$ cat config.mk
export PLATFORM = sky130hd
export DESIGN_NAME = pipe_hazard_ctrl
export DESIGN_NICKNAME = d
export VERILOG_FILES = /design/src/rtl/pipe_hazard_ctrl.sv
export SDC_FILE = /design/constraint.sdc
export NUM_CORES = 1
export LEC_CHECK = 0
export CORE_MARGIN = 5
export CORE_UTILIZATION = 48
export CTS_BUF_LIST = sky130_fd_sc_hd__clkbuf_16
export CTS_CLUSTER_SIZE = 40
export DETAILED_ROUTE_END_ITERATION = 10
export PLACE_DENSITY = 0.79
export SYNTH_ARGS = -nofsm -noshare
export SYNTH_HDL_FRONTEND = slang
export SYNTH_SLANG_ARGS = --single-unit
$ cat constraint.sdc
create_clock -name clk -period 2.3 [get_ports clk]
set_input_delay 0.345 -clock clk [delete_from_list [all_inputs] [get_ports clk]]
set_output_delay 0.345 -clock clk [all_outputs]
set_load 0.005 [all_outputs]
$ cat src/rtl/pipe_hazard_ctrl.sv
`default_nettype none
// ============================================================================
// Module   : pipe_hazard_ctrl
// Purpose  : Stall / flush / bubble sequencing for the 5-stage pipeline:
//            load-use interlock, redirect flush, halt drain, perf counter.
// Revision : 1.0  initial release
// ============================================================================
module pipe_hazard_ctrl #(
    parameter int REG_AW           = 4,
    parameter int REDIRECT_BUBBLES = 2,
    parameter int DRAIN_CYCLES     = 4
) (
    input  logic              clk,
    input  logic              rst,
    input  logic              id_valid,
    input  logic [REG_AW-1:0] id_rs1,
    input  logic [REG_AW-1:0] id_rs2,
    input  logic              id_use_rs1,
    input  logic              id_use_rs2,
    input  logic              id_halt,
    input  logic              ex_memrd,
    input  logic [REG_AW-1:0] ex_rd,
    input  logic              redirect,
    output logic              stall,
    output logic              flush,
    output logic              bubble_ex,
    output logic              halted,
    output logic [15:0]       stall_cnt
);

    typedef enum logic [1:0] {
        ST_RUN    = 2'd0,
        ST_FLUSH  = 2'd1,
        ST_DRAIN  = 2'd2,
        ST_HALTED = 2'd3
    } state_t;

    localparam logic [3:0]  FLUSH_RELOAD = 4'(REDIRECT_BUBBLES - 1);
    localparam logic [3:0]  DRAIN_LOAD   = 4'(DRAIN_CYCLES);
    localparam bit          MULTI_FLUSH  = (REDIRECT_BUBBLES > 1);
    localparam logic [15:0] CNT_MAX      = 16'hFFFF;

    state_t     state;
    state_t     state_nxt;
    logic [3:0] count;
    logic [3:0] count_nxt;

    logic       rs1_match;
    logic       rs2_match;
    logic       lu_hit;

    logic       stall_raw;
    logic       flush_raw;
    logic       bubble_raw;
    logic       count_en;

    // Register 0 is hard-wired, so a load targeting it never interlocks.
    assign rs1_match = id_use_rs1 && (id_rs1 == ex_rd);
    assign rs2_match = id_use_rs2 && (id_rs2 == ex_rd);
    assign lu_hit    = id_valid && ex_memrd && (ex_rd != '0) && (rs1_match || rs2_match);

    always_comb begin
        state_nxt  = state;
        count_nxt  = count;
        stall_raw  = 1'b0;
        flush_raw  = 1'b0;
        bubble_raw = 1'b0;

        unique case (state)
            ST_RUN: begin
                // The ID instruction is wrong-path on a redirect, so it wins.
                if (redirect) begin
                    flush_raw = 1'b1;
                    if (MULTI_FLUSH) begin
                        state_nxt = ST_FLUSH;
                        count_nxt = FLUSH_RELOAD;
                    end
                end else if (lu_hit) begin
                    stall_raw  = 1'b1;
                    bubble_raw = 1'b1;
                end else if (id_valid && id_halt) begin
                    stall_raw  = 1'b1;
                    bubble_raw = 1'b1;
                    state_nxt  = ST_DRAIN;
                    count_nxt  = DRAIN_LOAD;
                end
            end

            ST_FLUSH: begin
                flush_raw = 1'b1;
                if (redirect && MULTI_FLUSH) begin
                    count_nxt = FLUSH_RELOAD;
                end else if (count <= 4'd1) begin
                    state_nxt = ST_RUN;
                    count_nxt = 4'd0;
                end else begin
                    count_nxt = count - 4'd1;
                end
            end

            ST_DRAIN: begin
                stall_raw  = 1'b1;
                bubble_raw = 1'b1;
                if (count <= 4'd1) begin
                    state_nxt = ST_HALTED;
                    count_nxt = 4'd0;
                end else begin
                    count_nxt = count - 4'd1;
                end
            end

            ST_HALTED: begin
                stall_raw  = 1'b1;
                bubble_raw = 1'b1;
            end

            default: begin
                state_nxt = ST_RUN;
                count_nxt = 4'd0;
            end
        endcase
    end

    always_ff @(posedge clk or posedge rst) begin
        if (rst) begin
            state <= ST_RUN;
            count <= 4'd0;
        end else begin
            state <= state_nxt;
            count <= count_nxt;
        end
    end

    // Mealy outputs are held low for the whole reset window, not just after it.
    assign stall     = stall_raw  && !rst;
    assign flush     = flush_raw  && !rst;
    assign bubble_ex = bubble_raw && !rst;
    assign halted    = (state == ST_HALTED) && !rst;

    assign count_en = (stall_raw || flush_raw) && (state != ST_HALTED);

    always_ff @(posedge clk or posedge rst) begin
        if (rst) begin
            stall_cnt <= 16'd0;
        end else if (count_en && (stall_cnt != CNT_MAX)) begin
            stall_cnt <= stall_cnt + 16'd1;
        end
    end

endmodule
`default_nettype wire

==> out/metrics.cfg, run 1 <==
[timing]
slew_viol_final=0
whs_ns=0.507
worstMarginPinSlew_ns=0.468
rsz0062_at_grt=no
slew_headroom=0.685
hold_viol=0
fin_setup_tns_ns=0
max_freq_mhz=480
period_minus_slack_ns=2.08
setup_viol=0
clock_skew_ns=0.00244
min_period_over_period=0.907

[route]
dr.first_iter.drc_count=113
drc=0
via_per_inst=5.40
firstDrtPassIters=4
drt-wirelength-per-cell_um=14.5
vias=1344
wl_mm=3.61
ant_nets=0

[worst_setup_path]
start_kind=flop
crit_fanout=6
cp-endpoint=stall_cnt[1]
crit_type=reg2reg
crit_path_start=state[0]
rrSetupSlack_ns=0.22
cp-end-kind=flop
required_ns=2.43
reg2reg_from=state[0]
timing.rr.end=stall_cnt[1]
r2r_cells=7
crit_arrival_ns=2.22

[floorplan]
initial_core_util=0.498
die_y_um=66.1
pin_count=40
die_area_mm2=0.00437
die_w_um=66.1
row_count=20
core-area_mm2=0.00303

[placement]
routabilityCongestion=0.855
dp.final_hpwl_mm=2.92
io_buffers=39

[clock_network]
clockBufferDepth=2
cts_tree=built
postCtsHoldBufs=0
htreeDepth=1
clock-sinks=22
clkLatencyLatePin_ns=0.25
numCtsBuffers=3
path_clk_slew_ns=0.06
cts-root-buf=clkbuf_16

[cells_and_area]
final_net_count=234
multi_input_area_um2=905
regArea_um2=551
nFillCells=246
synthToLayoutAreaGrowth_pct=39.8
drive_above_1_share=0.146
n_antenna_cell=0

[yosys]
yosysSeqAreaShare=0.365
synthArstFlopShare=1.00
synth.cell_area_mm2=0.00151
synth-edff-count=0
syn_area_per_cell_um2=9.74
synth_nets=183
ys_seq_elements=22
synthFlopType=dfrtp_1
postSynthCellCount=155
synthDistinctLibCells=37
ys_warn_count=0

[flow_run]
cap_violations=0

[global_route]
grt_max_degree=14
grt_pass1_wl_mm=6.24
grt_pass1_vias=1434
track_usage=0.182
grt-ovfl-total=0
antenna_found_initial=0

[run_status]
status=completed

[power]
worst_ir_drop_vdd_v=0.000678
power_mw=2.14
cellLeakagePower_nw=0.891
power.density_mw_per_mm2=1020

[hold_path]
hold_path_class=in2async

## how the worst min path moves through the flow
| stage | start | slack [ns] | end |
|---|---|---|---|
| CTS | rst | 0.50 | state[0] |
| detailed placement | stall_cnt[10] | 0.52 | stall_cnt[10] |
| global route | rst | 0.55 | state[0] |
| floorplan | rst | 0.33 | count[0] |
| global placement | stall_cnt[9] | 0.48 | stall_cnt[9] |
| finish | rst | 0.51 | state[0] |
## worst max-delay path: stages (launching register included)
cell and delay, ns:
dfrtp_1 0.40, inv_1 0.09, ha_1 0.27, or2_1 0.29, nor3b_1 0.25, nand3_2 0.18, nand3_1 0.16, mux2_1 0.33
## repair_timing
action                                 4_1_cts  5_1_grt
setup endpoints to repair                    2        2
pin swaps                                    8        1
gates resized for setup                     13        4
endpoints found under the hold margin        0        0
setup buffers                                3        0
## per-stage QoR
| step | utilization | cell area (um^2) | setup WS [ns] | instances |
|---|---|---|---|---|
| after CTS | 0.698 | 2110 | 0.0231 | 249 |
| after global placement | 0.664 | 2010 | -0.339 | 244 |
| after global routing | 0.697 | 2110 | 0.0524 | 249 |
| final | 0.697 | 2110 | 0.215 | 249 |
| after floorplan | - | 1510 | 0.398 | 155 |
| after detailed placement | 0.664 | 2010 | -0.419 | 244 |
## routing by layer
| layer | GRT usage | vias up | share of wire |
|---|---|---|---|
| met5 | 0 | - | 0 |
| met4 | 0.0558 | 0 | 0.0061 |
| met3 | 0.0391 | 4 | 0.038 |
| met2 | 0.344 | 30 | 0.55 |
| met1 | 0.200 | 652 | 0.40 |
| li1 | - | 658 | - |
## area by class of cell
class                      count  area share
multi-input combinational    119       0.429
sequential                    22       0.261
timing repair buffer          51       0.218
clock buffer                   3      0.0356
tap                           44      0.0261
inverter                       9      0.0160
clock inverter                 1      0.0142
## cell usage in the layout (no fill, tap or decap), types with 3 or more instances in the layout
cell | synthesis | routed
nor3_1 | 5 | 4
clkdlybuf4s50_1 | 0 | 29
nand4_1 | 8 | 8
nor2_1 | 10 | 9
a21oi_1 | 4 | 4
o21ai_0 | 3 | 3
buf_4 | 2 | 12
nor3_2 | 3 | 4
and3_1 | 4 | 4
xnor2_1 | 15 | 15
mux2i_1 | 5 | 5
xor2_1 | 6 | 6
nand3_1 | 10 | 10
dlygate4sd2_1 | 0 | 8
nand2_1 | 9 | 9
ha_1 | 8 | 8
dfrtp_1 | 22 | 22
o31ai_1 | 3 | 3
a31oi_1 | 3 | 3
inv_1 | 9 | 9
clkbuf_16 | 0 | 3
## state kept, by name, indices dropped and copies added, names as in the netlist
name       cells
state          2
stall_cnt     16
count          4
## where the power goes
part	leakage [nW]	switching, mW	internal (mW)
logic	0.550	0.555	0.494
registers	0.290	0.121	0.494
clock network	0.0511	0.132	0.345
total	0.891	0.809	1.33
## Yosys cell counts, drive strengths merged (3+ instances only)
| library cell | number | area share |
|---|---|---|
| o21ai | 4 | 0.013 |
| mux2i | 5 | 0.033 |
| a31oi | 3 | 0.012 |
| o31ai | 3 | 0.015 |
| nand3 | 11 | 0.040 |
| xnor2 | 15 | 0.087 |
| a21oi | 4 | 0.013 |
| dfrtp | 22 | 0.36 |
| buf | 3 | 0.013 |
| xor2 | 6 | 0.035 |
| nand4 | 10 | 0.050 |
| nor3 | 8 | 0.036 |
| nand2 | 9 | 0.022 |
| nor2 | 11 | 0.029 |
| a41oi | 3 | 0.030 |
| ha | 8 | 0.066 |
| nor4 | 4 | 0.036 |
| and3 | 4 | 0.017 |
| inv | 9 | 0.022 |
## kinds of logic (layout without fill, tap and decap cells)
logic type	Yosys count	after routing	share of synthesized area
AND/OR/NAND/NOR	64	64	0.264
flip-flops	22	22	0.365
XOR/XNOR	21	21	0.122
AO/OA/AOI/OAI	19	19	0.0945
buffers and inverters	14	64	0.0406
adder cells (fa/ha/maj)	8	8	0.0663
multiplexers	7	7	0.0481
No activity file was read; power rests on OpenSTA's default activity.
==> run 2: changes to the inputs <==
CORE_MARGIN = 10   (was 5)
==> run 2 against run 1 <==
Effect of this change: routed wire length rose by 6.6%; critical endpoint is now bubble_ex; sequential share of layout area down 0.077 points; non-clock buffer count increased by 1; clock skew grew 0.0039 ns; first-iteration DRC count down 4.4%; clock power up 2%; total power grew 1.2%; combinational power is essentially flat; design area increased by 0.30%; via count fell by 1.2%; fmax decreased by 3.9%; critical path type is now in2out.
==> out/metrics.cfg, run 2 (synthesis results as in run 1) <==
[route]
vias=1328  ; -1.2%
drc=0  ; unchanged
wl_mm=3.85  ; +6.6%
firstDrtPassIters=4  ; unchanged
drt-wirelength-per-cell_um=15.4  ; +6.2%
via_per_inst=5.31  ; -1.6%
ant_nets=0  ; unchanged
dr.first_iter.drc_count=108  ; -4.4%

[timing]
max_freq_mhz=461  ; -3.9%
slew_headroom=0.713  ; +0.0286
slew_viol_final=0  ; unchanged
clock_skew_ns=0.00633  ; +0.00389 ns
min_period_over_period=0.943  ; +0.0367
period_minus_slack_ns=2.17  ; +0.0843 ns
setup_viol=0  ; unchanged
hold_viol=0  ; unchanged
rsz0062_at_grt=no
worstMarginPinSlew_ns=0.425  ; -0.0424 ns

[cells_and_area]
n_antenna_cell=0  ; unchanged
reg.largest.list=stall_cnt (16), count (4), state (2)
regMostFlops=stall_cnt
largest_reg_flops=16  ; unchanged
stdcell_count=250  ; +0.40%
synthToLayoutAreaGrowth_pct=40.2
multi_input_area_um2=906  ; +0.14%
regArea_um2=551  ; unchanged
final_cell_mix=27 x clkdlybuf4s50_1, 22 x dfrtp_1, 15 x xnor2_1
drive_above_1_share=0.150  ; +0.00414
final_common_cell=clkdlybuf4s50_1
final_net_count=235  ; +0.43%
post-route-util=0.699  ; +0.00207
nFillCells=237  ; -3.7%

[clock_network]
path_clk_slew_ns=0.06  ; about the same
clkLatencyLatePin_ns=0.25  ; about the same
cts-root-buf=clkbuf_16
cts_tree=built
postCtsHoldBufs=0  ; unchanged
numCtsBuffers=3  ; unchanged
clockBufferDepth=2  ; unchanged
htreeDepth=1  ; unchanged
clock-sinks=22  ; unchanged

[flow_run]
cap_violations=0  ; unchanged

[global_route]
antenna_found_initial=0  ; unchanged
grt_pass1_vias=1391  ; -3.0%
grt-ovfl-total=0  ; unchanged
grt_pass1_wl_mm=6.77  ; +8.5%
track_usage=0.136  ; -0.0462
grt_max_degree=23  ; +9

[power]
cellLeakagePower_nw=0.897  ; +0.62%
power_mw=2.17  ; +1.2%
power.density_mw_per_mm2=1020  ; +0.88%
worst_ir_drop_vdd_v=0.000616  ; -9.2%

[worst_setup_path]
path_cells=dlygate4sd2_1, xor2_1, nor3_2, nand4_2, a31oi_2, nor3_1, nor3_1, buf_2
required_ns=1.96  ; -0.47 ns
cp-end-kind=output pin
crit_top_cell=nor3_1
start_kind=input pin
cp_slowest_stage_delay_ns=0.28  ; -0.12 ns
crit_type=in2out
crit_arrival_ns=1.82  ; -0.40 ns
crit_fanout=3  ; -3
cp_slowest_cell=dlygate4sd2_1

[placement]
dp.final_hpwl_mm=3.00  ; +2.7%
io_buffers=39  ; unchanged
dp_cells=245  ; +0.41%
routabilityCongestion=0.857  ; +0.21%

[hold_path]
hold_path_class=in2async

[floorplan]
die_y_um=76.1  ; +15%
pin_count=40  ; unchanged
die_area_mm2=0.00579  ; +33%
die_w_um=76.1  ; +15%
core-area_mm2=0.00303  ; unchanged
row_count=20  ; unchanged
initial_core_util=0.498  ; unchanged

[run_status]
status=completed

[run 2: cell types whose count changed in the layout (fill, tap and decap cells not counted), sizes merged]
cell           previous run  this run
clkdlybuf4s50            29        27
buf                      13        14
dlygate4sd2               8        10
[run 2: cell type report]
| class | instances | share of cell area |
|---|---|---|
| Clock inverter | 1 | 0.0142 |
| Clock buffer | 3 | 0.0355 |
| Inverter | 9 | 0.0160 |
| Sequential cell | 22 | 0.260 |
| Timing Repair Buffer | 52 | 0.220 |
| Tap cell | 44 | 0.0260 |
| Multi-Input combinational cell | 119 | 0.428 |
[run 2: final timing paths]
kind	startpoint	to	slack, ns	cells past startpoint
worst max-delay path	ex_rd[2]	bubble_ex	0.13	8
worst min-delay path	rst	state[1]	0.51	3
worst max register to register	state[0]	stall_cnt[1]	0.17	7
worst min register to register	stall_cnt[10]	stall_cnt[10]	0.51	1
max in group asynchronous	rst	stall_cnt[13]	1.56	3
min in group clk	stall_cnt[10]	stall_cnt[10]	0.51	1
[run 2: where the power goes]
| group | internal, mW | switching, mW | leakage, nW |
|---|---|---|---|
| registers | 0.494 | 0.121 | 0.290 |
| clock network | 0.345 | 0.140 | 0.0511 |
| logic | 0.495 | 0.572 | 0.556 |
| total | 1.33 | 0.833 | 0.897 |
[run 2: worst max-delay path: cells and delay by family]
family	cells	cell delay, ns
buf+inv	2	0.45
simple gates	4	0.65
xor+xnor	1	0.19
compound gates	1	0.19
[run 2: timing repair]
item                       4_1_cts  5_1_grt
setup endpoints to repair        2        2
pin swaps                        9        3
gates resized for setup         16        3
setup buffers                    3        0
[run 2: stage by stage]
stage                     setup slack [ns]  setup TNS (ns)  hold WS, ns  instance area (um^2)
after floorplan                      0.398               0        0.334                  1510
after global placement              -0.354          -0.706        0.482                  2020
after detailed placement            -0.461           -1.04        0.488                  2020
after CTS                           0.0114               0        0.516                  2120
after global routing                0.0151               0        0.544                  2120
final                                0.131               0        0.509                  2120
[run 2: metal layers]
layer / global-route usage / share of wire / up-vias
met3: 0.0271 / 0.039 / 2
met1: 0.154 / 0.43 / 638
met2: 0.249 / 0.53 / 26
met4: 0.0372 / 0.0049 / 0
met5: 0 / 0 / -
li1: - / - / 662
==> run 3: changes to the inputs <==
GPL_ROUTABILITY_DRIVEN = 0   (was not set)
SETUP_SLACK_MARGIN = 0.1   (was not set)
==> run 3 against run 2 <==
Effect of this change: worst setup slack better by 0.0078 ns; critical path depth shrank 1; final cell count up 1.6%; design area up 2.1%; first-iteration DRC count down 6.5%; critical endpoint is now stall_cnt[1].
==> out/metrics.cfg, run 3 (synthesis results as in run 1) <==
[floorplan]
die_w_um=76.1  ; unchanged
pin_count=40  ; unchanged
initial_core_util=0.498  ; unchanged
die_area_mm2=0.00579  ; unchanged
die_y_um=76.1  ; unchanged
row_count=20  ; unchanged
core-area_mm2=0.00303  ; unchanged

[clock_network]
clock-sinks=22  ; unchanged
postCtsHoldBufs=0  ; unchanged
clkLatencyLatePin_ns=0.25  ; about the same
numCtsBuffers=3  ; unchanged
clockBufferDepth=2  ; unchanged
path_clk_slew_ns=0.06  ; about the same
htreeDepth=1  ; unchanged
cts-root-buf=clkbuf_16
cts_tree=built

[worst_setup_path]
cp_slowest_cell=dfrtp_1
required_ns=2.43  ; +0.47 ns
crit_type=reg2reg
crit_fanout=6  ; +3
crit_path_start=state[1]
path_cells=buf_4, ha_1, or2_1, nor2_2, nor2_1, nand3_1, mux2_1
crit_arrival_ns=2.29  ; +0.47 ns
reg2reg_from=state[1]
start_kind=flop
cp_slowest_stage_delay_ns=0.41  ; +0.13 ns
cp-end-kind=flop

[global_route]
track_usage=0.139  ; +0.00291
met1_usage=0.153  ; -0.000687
grtUsageMet3=0.0271  ; unchanged
grt_max_degree=23  ; unchanged
grt_use_met2=0.260  ; +0.0111
grt-ovfl-total=0  ; unchanged
busiest_layer=met2
grt_pass1_wl_mm=6.92  ; +2.2%
antenna_found_initial=0  ; unchanged
grt_pass1_vias=1431  ; +2.9%

[timing]
min_period_over_period=0.940  ; -0.00339
clock_skew_ns=0.00681  ; +0.000477 ns
setup_ws_ns=0.139  ; +0.00780 ns
worstMarginPinSlew_ns=0.430  ; +0.00510 ns
hold_viol=0  ; unchanged
slew_headroom=0.710  ; -0.00343
slew_viol_final=0  ; unchanged
rsz0062_at_grt=yes
max_freq_mhz=463  ; +0.36%
period_minus_slack_ns=2.16  ; -0.00780 ns
setup_viol=0  ; unchanged
fin_setup_tns_ns=0  ; unchanged
whs_ns=0.503  ; -0.00600 ns

[route]
wl_mm=3.99  ; +3.5%
drt-wirelength-per-cell_um=15.7  ; +1.9%
dr.first_iter.drc_count=101  ; -6.5%
ant_nets=0  ; unchanged
vias=1356  ; +2.1%
via_per_inst=5.34  ; +0.50%
drc=0  ; unchanged
firstDrtPassIters=4  ; unchanged

[placement]
dp.final_hpwl_mm=3.00  ; unchanged
dp_slack_ns=-0.461  ; unchanged
io_buffers=39  ; unchanged

[cells_and_area]
final_net_count=239  ; +1.7%
n_antenna_cell=0  ; unchanged
drive_above_1_share=0.200  ; +0.0495
post-route-util=0.713  ; +0.0145
reg.largest.list=stall_cnt (16), count (4), state (2)
largest_reg_flops=16  ; unchanged
regMostFlops=stall_cnt
final_cell_mix=22 x dfrtp_1, 22 x clkdlybuf4s50_1, 17 x buf_4
synthToLayoutAreaGrowth_pct=43.1

[hold_path]
hold_path_class=in2async

[run_status]
status=completed

[flow_run]
cap_violations=0  ; unchanged

[power]
cellLeakagePower_nw=0.937  ; +4.5%
power_mw=2.24  ; +3.4%
worst_ir_drop_vdd_v=0.000652  ; +5.8%
power.density_mw_per_mm2=1040  ; +1.3%

-- run 3: changes by cell type in the layout (fill, tap and decap cells not counted), sizes merged --
cell and delta:
dlygate4sd2 -2, clkdlybuf4s15 +4, buf +6, clkdlybuf4s50 -5
dlymetal6s2s +1
-- run 3: layout make-up --
type                            count  area [um^2]
Clock buffer                        3         75.1
Clock inverter                      1         30.0
Fill cell                         234          868
Inverter                            9         33.8
Multi-Input combinational cell    119          917
Sequential cell                    22          551
Tap cell                           44         55.1
Timing Repair Buffer               56          498
-- run 3: routing by layer --
metal / routed length (um) / part of all wire
met1: 1650 / 0.42
met3: 181 / 0.045
met5: 0 / 0
met2: 2120 / 0.53
met4: 27 / 0.0068
-- run 3: power breakdown --
group / switching (mW) / internal [mW]
Combinational: 0.596 / 0.543
Sequential: 0.122 / 0.494
Clock: 0.140 / 0.345
-- run 3: path summary, 6_finish.rpt --
kind / end / slack, ns / depth (start not counted)
max: stall_cnt[1] / 0.14 / 7
min: state[1] / 0.50 / 3
max reg2reg: stall_cnt[1] / 0.14 / 7
min reg2reg: stall_cnt[10] / 0.51 / 1
max in group asynchronous: stall_cnt[13] / 1.56 / 3
min in group clk: stall_cnt[10] / 0.51 / 1
-- run 3: metrics by stage --
step	cells	area, um^2
5_1_grt	254	2160
3_5_place_dp	245	2020
3_3_place_gp	245	2020
4_1_cts	254	2150
2_1_floorplan	155	1510
6_report	254	2160
-- run 3: worst max-delay path, delay by kind of cell, from the launching register on --
family                   cells  cell delay, ns
AND/OR/NAND/NOR              4            0.89
multiplexers                 1            0.33
adder cells (fa/ha/maj)      1            0.25
buffers and inverters        1            0.15
flip-flops                   1            0.41
-- run 3: repair_timing --
| action | 4_1_cts | 5_1_grt |
|---|---|---|
| gates resized for setup | 34 | 6 |
| pin swaps | 14 | 6 |
| setup buffers | 5 | 0 |
| endpoints found under the setup margin | 2 | 7 |
